## src/rtl/dlfloat_div_iter.sv

```systemverilog
// Iterative DLFloat divider: restoring division, one quotient bit per clock,
// round-to-nearest-even, valid/ready on both sides.
module dlfloat_div_iter #(
    parameter int EXP_W = 6,
    parameter int MAN_W = 9,
    localparam int W    = 1 + EXP_W + MAN_W,
    localparam int BIAS = (1 << (EXP_W - 1)) - 1
) (
    input  logic         clk,
    input  logic         rst_n,
    input  logic         in_valid,
    output logic         in_ready,
    input  logic [W-1:0] a,
    input  logic [W-1:0] b,
    output logic         out_valid,
    input  logic         out_ready,
    output logic [W-1:0] q,
    output logic [4:0]   flags
);

    localparam int QW = MAN_W + 3;
    localparam int CW = $clog2(QW + 1);
    localparam int EW = EXP_W + 2;
    localparam int RW = MAN_W + 2;
    localparam int MW = MAN_W + 1;

    typedef enum logic [2:0] {
        IDLE,
        SPECIAL,
        DIV,
        RND,
        DONE
    } state_t;

    state_t state, state_nxt;

    logic [CW-1:0] cnt;
    logic [W-1:0]  a_r, b_r;
    logic [RW-1:0] rem;
    logic [QW-1:0] quo;

    function automatic logic is_zero(input logic [W-1:0] x);
        return x[W-2:0] == '0;
    endfunction

    function automatic logic is_inf(input logic [W-1:0] x);
        return &x[W-2:0];
    endfunction

    logic in_special;
    logic last;
    logic sign;

    assign in_special = is_zero(a) | is_zero(b) | is_inf(a) | is_inf(b);
    assign last       = cnt == CW'(QW - 1);
    assign sign       = a_r[W-1] ^ b_r[W-1];
    assign in_ready   = state == IDLE;
    assign out_valid  = state == DONE;

    always_ff @(posedge clk or negedge rst_n) begin
        if (!rst_n) state <= IDLE;
        else        state <= state_nxt;
    end

    always_comb begin
        state_nxt = state;
        case (state)
            IDLE:    if (in_valid) state_nxt = in_special ? SPECIAL : DIV;
            SPECIAL: state_nxt = DONE;
            DIV:     if (last) state_nxt = RND;
            RND:     state_nxt = DONE;
            DONE:    if (out_ready) state_nxt = IDLE;
            default: state_nxt = IDLE;
        endcase
    end

    // One restoring step: subtract divisor when it fits, then shift.
    logic [MW-1:0] mb;
    logic          ge;
    logic [RW-1:0] rem_sub;

    assign mb      = {1'b1, b_r[MAN_W-1:0]};
    assign ge      = rem >= {1'b0, mb};
    assign rem_sub = ge ? rem - {1'b0, mb} : rem;

    logic [W-1:0] spec_q;
    logic [4:0]   spec_f;
    logic         za, zb, ia, ib;

    assign za = is_zero(a_r);
    assign zb = is_zero(b_r);
    assign ia = is_inf(a_r);
    assign ib = is_inf(b_r);

    always_comb begin
        spec_q = {sign, {(W-1){1'b0}}};
        spec_f = 5'b00000;
        if ((za & zb) | (ia & ib)) begin
            spec_q = {sign, {(W-1){1'b1}}};
            spec_f = 5'b10000;
        end else if (zb) begin
            spec_q = {sign, {(W-1){1'b1}}};
            spec_f = 5'b00001;
        end else if (ia) begin
            spec_q = {sign, {(W-1){1'b1}}};
        end
    end

    logic [EXP_W-1:0] ea, eb;
    logic [MAN_W-1:0] man, man_f;
    logic [MW-1:0]    man_p;
    logic [EW-1:0]    e_raw, e_fin;
    logic             guard, sticky, rnd_up, ovf, unf;
    logic [W-1:0]     rnd_q;
    logic [4:0]       rnd_f;

    assign ea = a_r[W-2:MAN_W];
    assign eb = b_r[W-2:MAN_W];

    // Exponent kept EXP_W+2 wide; top bit is the sign of the result exponent.
    always_comb begin
        man    = quo[QW-2:2];
        guard  = quo[1];
        sticky = quo[0] | (rem != '0);
        e_raw  = EW'(ea) - EW'(eb) + EW'(BIAS);
        if (!quo[QW-1]) begin
            man    = quo[QW-3:1];
            guard  = quo[0];
            sticky = rem != '0;
            e_raw  = e_raw - EW'(1);
        end
        rnd_up = guard & (sticky | man[0]);
        man_p  = {1'b0, man} + MW'(rnd_up);
        e_fin  = e_raw;
        man_f  = man_p[MAN_W-1:0];
        if (man_p[MAN_W]) begin
            e_fin = e_raw + EW'(1);
            man_f = '0;
        end
        ovf   = !e_fin[EW-1] &
                (e_fin[EXP_W] | (&{e_fin[EXP_W-1:0], man_f}));
        unf   = e_fin[EW-1] | ({e_fin[EXP_W-1:0], man_f} == '0);
        rnd_q = {sign, e_fin[EXP_W-1:0], man_f};
        rnd_f = {1'b0, guard | sticky, 3'b000};
        if (ovf) begin
            rnd_q = {sign, {(W-2){1'b1}}, 1'b0};
            rnd_f = 5'b01100;
        end else if (unf) begin
            rnd_q = {sign, {(W-1){1'b0}}};
            rnd_f = 5'b01010;
        end
    end

    always_ff @(posedge clk or negedge rst_n) begin
        if (!rst_n) begin
            cnt   <= '0;
            a_r   <= '0;
            b_r   <= '0;
            rem   <= '0;
            quo   <= '0;
            q     <= '0;
            flags <= '0;
        end else begin
            case (state)
                IDLE: begin
                    if (in_valid) begin
                        a_r <= a;
                        b_r <= b;
                        rem <= {1'b0, 1'b1, a[MAN_W-1:0]};
                        quo <= '0;
                        cnt <= '0;
                    end
                end
                SPECIAL: begin
                    q     <= spec_q;
                    flags <= spec_f;
                end
                DIV: begin
                    quo <= {quo[QW-2:0], ge};
                    rem <= {rem_sub[RW-2:0], 1'b0};
                    cnt <= cnt + CW'(1);
                end
                RND: begin
                    q     <= rnd_q;
                    flags <= rnd_f;
                end
                default: ;
            endcase
        end
    end

endmodule

```

## config.mk

```make
export PLATFORM = sky130hd
export DESIGN_NAME = dlfloat_div_iter
export DESIGN_NICKNAME = d
export VERILOG_FILES = /design/src/rtl/dlfloat_div_iter.sv
export SDC_FILE = /design/constraint.sdc
export NUM_CORES = 1
export LEC_CHECK = 0
export BUFFER_PORTS_ARGS = -buffer_cell sky130_fd_sc_hd__buf_2
export CORE_MARGIN = 4
export CORE_UTILIZATION = 60
export CTS_CLUSTER_SIZE = 12
export DETAILED_ROUTE_END_ITERATION = 7
export PLACE_DENSITY = 0.88
export RECOVER_POWER = 25
export SETUP_SLACK_MARGIN = 0.4
export SLEW_MARGIN = 20
export SYNTH_ARGS = -nofsm -noshare
export SYNTH_HDL_FRONTEND = slang
export SYNTH_SLANG_ARGS = --single-unit
```

## constraint.sdc

```tcl
create_clock -name clk -period 4.35 [get_ports clk]
set_input_delay 0.2175 -clock clk [delete_from_list [all_inputs] [get_ports clk]]
set_output_delay 0.2175 -clock clk [all_outputs]
set_load 0.02 [all_outputs]
```

# --- Yosys cells after proc, flatten, opt, wreduce, memory -nomap -nowiden ---
# Index checks and enable logic that the tools add are counted.
totals:
  inputBits: 36
  elab_cells: 86
  output_inout_bits: 23
  reg_bits: 83
op_classes:
  n_eq_ne: 8
  muxes: 29
  n_reduce_logical: 19
  order_cmp: 1
  add_sub_neg: 7
  n_bitwise: 14
op_table:
  columns: ["op", "count"]
  rows:
  - ["15-bit logical NOT", 5]
  - ["15-bit 2-to-1 mux", 5]
  - ["15-bit AND reduction", 5]
  - ["16-bit case mux with 2 select lines", 1]
  - ["12-bit case mux with 2 select lines", 1]
  - ["11-bit case mux with 2 select lines", 1]
  - ["9-bit 2-to-1 mux", 2]
  - ["8-bit 2-to-1 mux", 2]
  - ["12-bit 2-to-1 mux", 1]
  - ["4-bit 2-to-1 mux", 3]
  - ["3-bit case mux with 4 select lines", 1]
  - ["11-bit by 10-bit >= comparator with 1-bit output", 1]
  - ["11-bit 2-to-1 mux", 1]
  - ["11-bit nonzero test", 1]
  - ["9-bit by 1-bit adder with 10-bit output", 1]
  - ["10-bit 2-to-1 mux", 1]
  - ["5-bit case mux with 2 select lines", 1]
  - ["10-bit subtractor", 1]
  - ["3-bit 2-to-1 mux", 3]
  - ["1-bit OR", 9]
  - ["7-bit by 6-bit adder with 8-bit output (second input constant)", 1]
  - ["8-bit by 1-bit adder with 8-bit output (second input constant)", 1]
  - ["4-bit case mux with 2 select lines", 1]
  - ["8-bit by 1-bit subtractor with 8-bit output (second input constant)", 1]
  - ["19 further kinds", 28]

# --- Logic depth before layout (Yosys ltp) ---
depth:
  ltp_word: 12
  mapped_depth: 19
  mapped_depth_nobuf: 15

# --- Worst setup path before layout ---
# OpenSTA, ideal clock, no wires.
synth_path:
  path_type: "reg2reg"
  from: "register quo[11]"
  to: "register flags[1]"
  stages_incl_launch_ff: 18
  arrival_time_ps: 3884
  required_time_ps: 4228
  setup_slack_ps: 345
  path_cell_list: "dfrtp_1 > buf_2 > buf_1 > buf_1 > mux2_2 > nor2_1 > nor2_1 > ha_1 > and2_1 > nor2b_1 > clkbuf_1 > nand3_2 > and4b_1 > nand4_1 > or4_4 > nor4b_4 > o21ai_1 > a32o_1"
synth_between:
  elab_chain_len: 10
  word_cells_on_any_way: 19
synth_lines:
  columns: ["element", "line", "text"]
  rows:
  - ["from (decl)", "40", "logic [QW-1:0] quo;"]
  - ["from (signal assigned)", "179", "quo <= {quo[QW-2:0], ge};"]
  - ["1-bit 2-to-1 mux or 9-bit 2-to-1 mux (tied branches)", "126", "if (!quo[QW-1]) begin"]
  - ["1-bit OR", "132", "rnd_up = guard & (sticky | man[0]);"]
  - ["1-bit bitwise AND", "132", null]
  - ["9-bit by 1-bit adder with 10-bit output", "133", "man_p = {1'b0, man} + MW'(rnd_up);"]
  - ["9-bit 2-to-1 mux or 8-bit 2-to-1 mux (tied branches)", "136", "if (man_p[MAN_W]) begin"]
  - ["15-bit logical NOT or 15-bit AND reduction (tied branches)", "142, 141", null]
  - ["1-bit OR (on tied branches)", "142, 141", null]
  - ["4-bit 2-to-1 mux or 1-bit bitwise AND (tied branches)", "148, 140", null]
  - ["4-bit 2-to-1 mux *", "145", "if (ovf) begin"]
  - ["5-bit case mux with 2 select lines *", "164", "case (state)"]
  - ["to (signal assigned)", "176", "flags <= spec_f;"]
  - ["to (signal assigned)", "185", "flags <= rnd_f;"]
  - ["to (decl)", "18", "output logic [4:0] flags"]
# Every way passes the cells marked *; elsewhere a longest branch is shown, timed or not.
# A chain may end at the register's enable or synchronous reset.

# --- Worst setup path in the final report ---
layout_path:
  from: "register a_r[9]"
  to: "register q[6]"
layout_between:
  elab_chain_len: 11
  word_cells_on_any_way: 23
layout_lines:
  columns: ["element", "line", "text"]
  rows:
  - ["from (decl)", "38", "logic [W-1:0] a_r, b_r;"]
  - ["from (signal assigned)", "157", "a_r <= '0;"]
  - ["from (signal assigned)", "167", "a_r <= a;"]
  - ["6-bit by 6-bit subtractor with 7-bit output", "125", "e_raw = EW'(ea) - EW'(eb) + EW'(BIAS);"]
  - ["7-bit by 6-bit adder with 8-bit output", "125", null]
  - ["8-bit by 1-bit subtractor with 8-bit output", "130", "e_raw = e_raw - EW'(1);"]
  - ["8-bit 2-to-1 mux", "126", null]
  - ["8-bit by 1-bit adder with 8-bit output", "137", "e_fin = e_raw + EW'(1);"]
  - ["8-bit 2-to-1 mux", "136", null]
  - ["15-bit logical NOT or 15-bit AND reduction (tied branches)", "142, 141", null]
  - ["1-bit OR (on tied branches)", "142, 141", null]
  - ["15-bit 2-to-1 mux or 1-bit bitwise AND (tied branches)", "148, 140", null]
  - ["15-bit 2-to-1 mux", "145", null]
  - ["16-bit case mux with 2 select lines *", "164", null]
  - ["to (signal assigned)", "175", "q <= spec_q;"]
  - ["to (signal assigned)", "184", "q <= rnd_q;"]
  - ["to (decl)", "17", "output logic [W-1:0] q,"]
# Every way passes the cells marked *; elsewhere a longest branch is shown, timed or not. The select of a mux whose other input is x is not followed.

==> key figures <==
Global routing
  • Top Usage Layer GRT: met2
  • Total track usage: between 20% and 30%
  • Largest net degree at the start of global routing: 84
  • M2 GR Usage: approximately 47%
  • Met1 GRT Util: between 30% and 40%
  • First-pass GRT wire length: 24,800 um
  • GR Overflow Total: 0
  • Vias in the first global route: 5,214
  • Met3 Use GR: under 10%
  • Initial antenna violation count: 0

Run
  • MaxCap Viol Count: 1

Synthesis
  • Average size of a mapped cell: 8.32 um^2
  • Most frequent cell after synthesis: nand2_1
  • Post-synth top cells: nand2_1, dfrtp_1, nand3_1
  • Net count after synthesis: 724
  • Asr flop ratio synth: 100%
  • Synth Register Bits: 83
  • Area share of the largest cell type after synthesis: 37.5%
  • YS warnings: 0
  • Mapped Cells: between 600 and 700
  • Yosys cell types: 69
  • Synth top area cells: dfrtp_1, nand2_1, ha_1, xnor2_1, nand3_1
  • Register area share after synthesis: 37.5%
  • Synth Cell Area: 5530 um^2
  • Most used DFF post-synth: dfrtp_1
  • Cell accounting for the most synthesized area: dfrtp_1
  • EDFF count, synth: 0

Floorplanning
  • FP Rows: 34
  • IO Pins: 59
  • Die area: 10,800 um^2
  • Initial core utilization: between 60% and 70%
  • Core area: between 8000 and 9000 um^2
  • Die Height: 104 um
  • Die width: roughly 100 um

Cells and area
  • Final cell count without fillers: approximately 840
  • Share of layout cells above drive strength 1: 18.5%
  • P&R area growth vs syn: 15.3%
  • Post-route cell area: ~6400 um^2
  • Final #Nets: slightly below 800
  • Diode count: 0

Worst setup path
  • Crit path max-delay family: adder cells
  • WP data required: 4630 ps
  • Endpoint class of the critical path: register
  • CP peak stage delay: 620 ps
  • Crit path max-delay cell type: fa_2
  • CP cell instances: inv_1, ha_2, fa_2, ha_4, xnor3_2, buf_6, o21ai_4, xnor2_4, xnor2_1, or4_4, nor4b_4, buf_6, o211ai_4, a31oi_2
  • Crit path arrival time: 4270 ps
  • CP bufs+invs: 3
  • Crit-path max FO: 6
  • Most used cell, CP: buf_6
  • Critical Path Start Type: register
  • Critical path class: register to register

Drt
  • Residual DRC: 0
  • Initial drt markers: between 500 and 600
  • Vias/cell: approximately 6.6
  • TritonRoute pass-1 iters: 6
  • Routed WL: around 16,000 um
  • DR WL/cell: 19.5 um
  • DRT antenna net count: 0
  • Via count: 5,558

CTS
  • H-Tree Depth: 3
  • Max clock buf depth: 2
  • Clock latency at the later pin of the worst-skew pair: ~370 ps
  • CTS tree: yes
  • Total CTS buffers: 9
  • Worst-path clk slew: roughly 90 ps
  • Clk sinks: 83
  • Root Driver: clkbuf_8

Timing
  • Rel. slew slack: -36.6%
  • Clock skew: around 19 ps
  • Worst setup margin: 360 ps
  • Fmax: 251 MHz
  • Worst-Margin Slew: 2050 ps
  • Final hold violation count: 0
  • Final Max Slew Viols: 84
  • Setup-failing EPs final: 0
  • Fin crit share: 91.7%
  • Setup_tns: 0 ps
  • RSZ-0062 raised after global routing: no
  • Minimum clock period: 3990 ps

Placed design
  • Dpl ws: 272 ps
  • I/O Buffers: 58
  • Dpl cells: 805
  • HPWL after DPL: around 11,000 um
  • DP Area: 5880 um^2
  • Gp weighted congestion: 0.996

Status
  • Run status: finished, violations left
  • Failing checks: capacitance limit, slew limit

Worst hold path
  • Hold Path Class: input pin to register
-- worst paths after layout --
path,start,to,slack [ps],cells past startpoint
min,a[15],a_r[15],30,3
min reg2reg,flags[2],flags[2],480,2
max in group asynchronous,rst_n,q[5],2150,2
max,a_r[9],q[6],360,14
max reg2reg,a_r[9],q[6],360,14
min in group asynchronous,rst_n,b_r[12],960,2
-- layout make-up --
type	instances	area [um^2]
repair buffers	80	463
fillers	632	2470
well taps	108	135
flip-flops and latches	83	2080
inverters	27	101
clock inverters	6	113
clock buffers	10	138
multi-input cells	523	3350
-- logic make-up (layout without fill, tap and decap cells) --
family	Yosys count	count (layout)	synth area share (%)
muxes	12	12	2.28
and+or+nand+nor	330	330	29.3
DFF	83	83	37.5
AOI/OAI and AO/OA	121	122	15.1
adders and majority gates	23	23	5.47
buffers and inverters	60	123	4.25
xor gates and xnor gates	36	36	6.08
-- cell usage in the layout (no fill, tap or decap), types with 7 or more instances in the layout --
cell type / n
a21o_1: 7
a21oi_1: 17
a31oi_1: 9
a31oi_2: 10
and2_1: 7
buf_2: 55
buf_4: 19
clkbuf_8: 10
dfrtp_1: 83
ha_1: 19
inv_1: 27
mux2i_1: 7
nand2_1: 137
nand3_1: 43
nand4_1: 27
nor2_1: 36
nor2b_1: 8
nor3_1: 17
nor4_1: 19
o21ai_0: 40
xnor2_1: 25
-- sequential cells by signal, indices dropped and copies added (netlist names) --
register	count
b_r	16
cnt	4
a_r	16
q	16
flags	5
state	3
quo	12
rem	11
-- per-layer routing --
layer	up-vias	wire length, um	part of all wire [%]
met5	-	0	0
met4	0	742	4.6
met3	99	1540	9.5
met2	379	7690	47
met1	2593	6320	39
li1	2487	-	-
-- tightest hold or removal path: stages --
cell	delay, ps
buf_2	70
nand2_1	40
nand2_1	40
-- timing repair --
item                                   4_1_cts  5_1_grt
endpoints found under the hold margin        0       71
setup endpoints to repair                   13       15
gates resized for setup                      6       15
buffers inserted                             2       12
hold buffers                                 0        1
cloned                                       1        0
pin swaps                                    2       13
-- through the flow --
stage	utilization [%]	hold WS (ps)
detailed placement	66.5	414
floorplan	-	-78.1
global placement	66.5	411
CTS	69.9	39.3
global route	72.1	46.2
finish	72.1	26.9
Power is not shown: default switching activity piles up to over one toggle a cycle in this logic, so the estimate is an artifact.
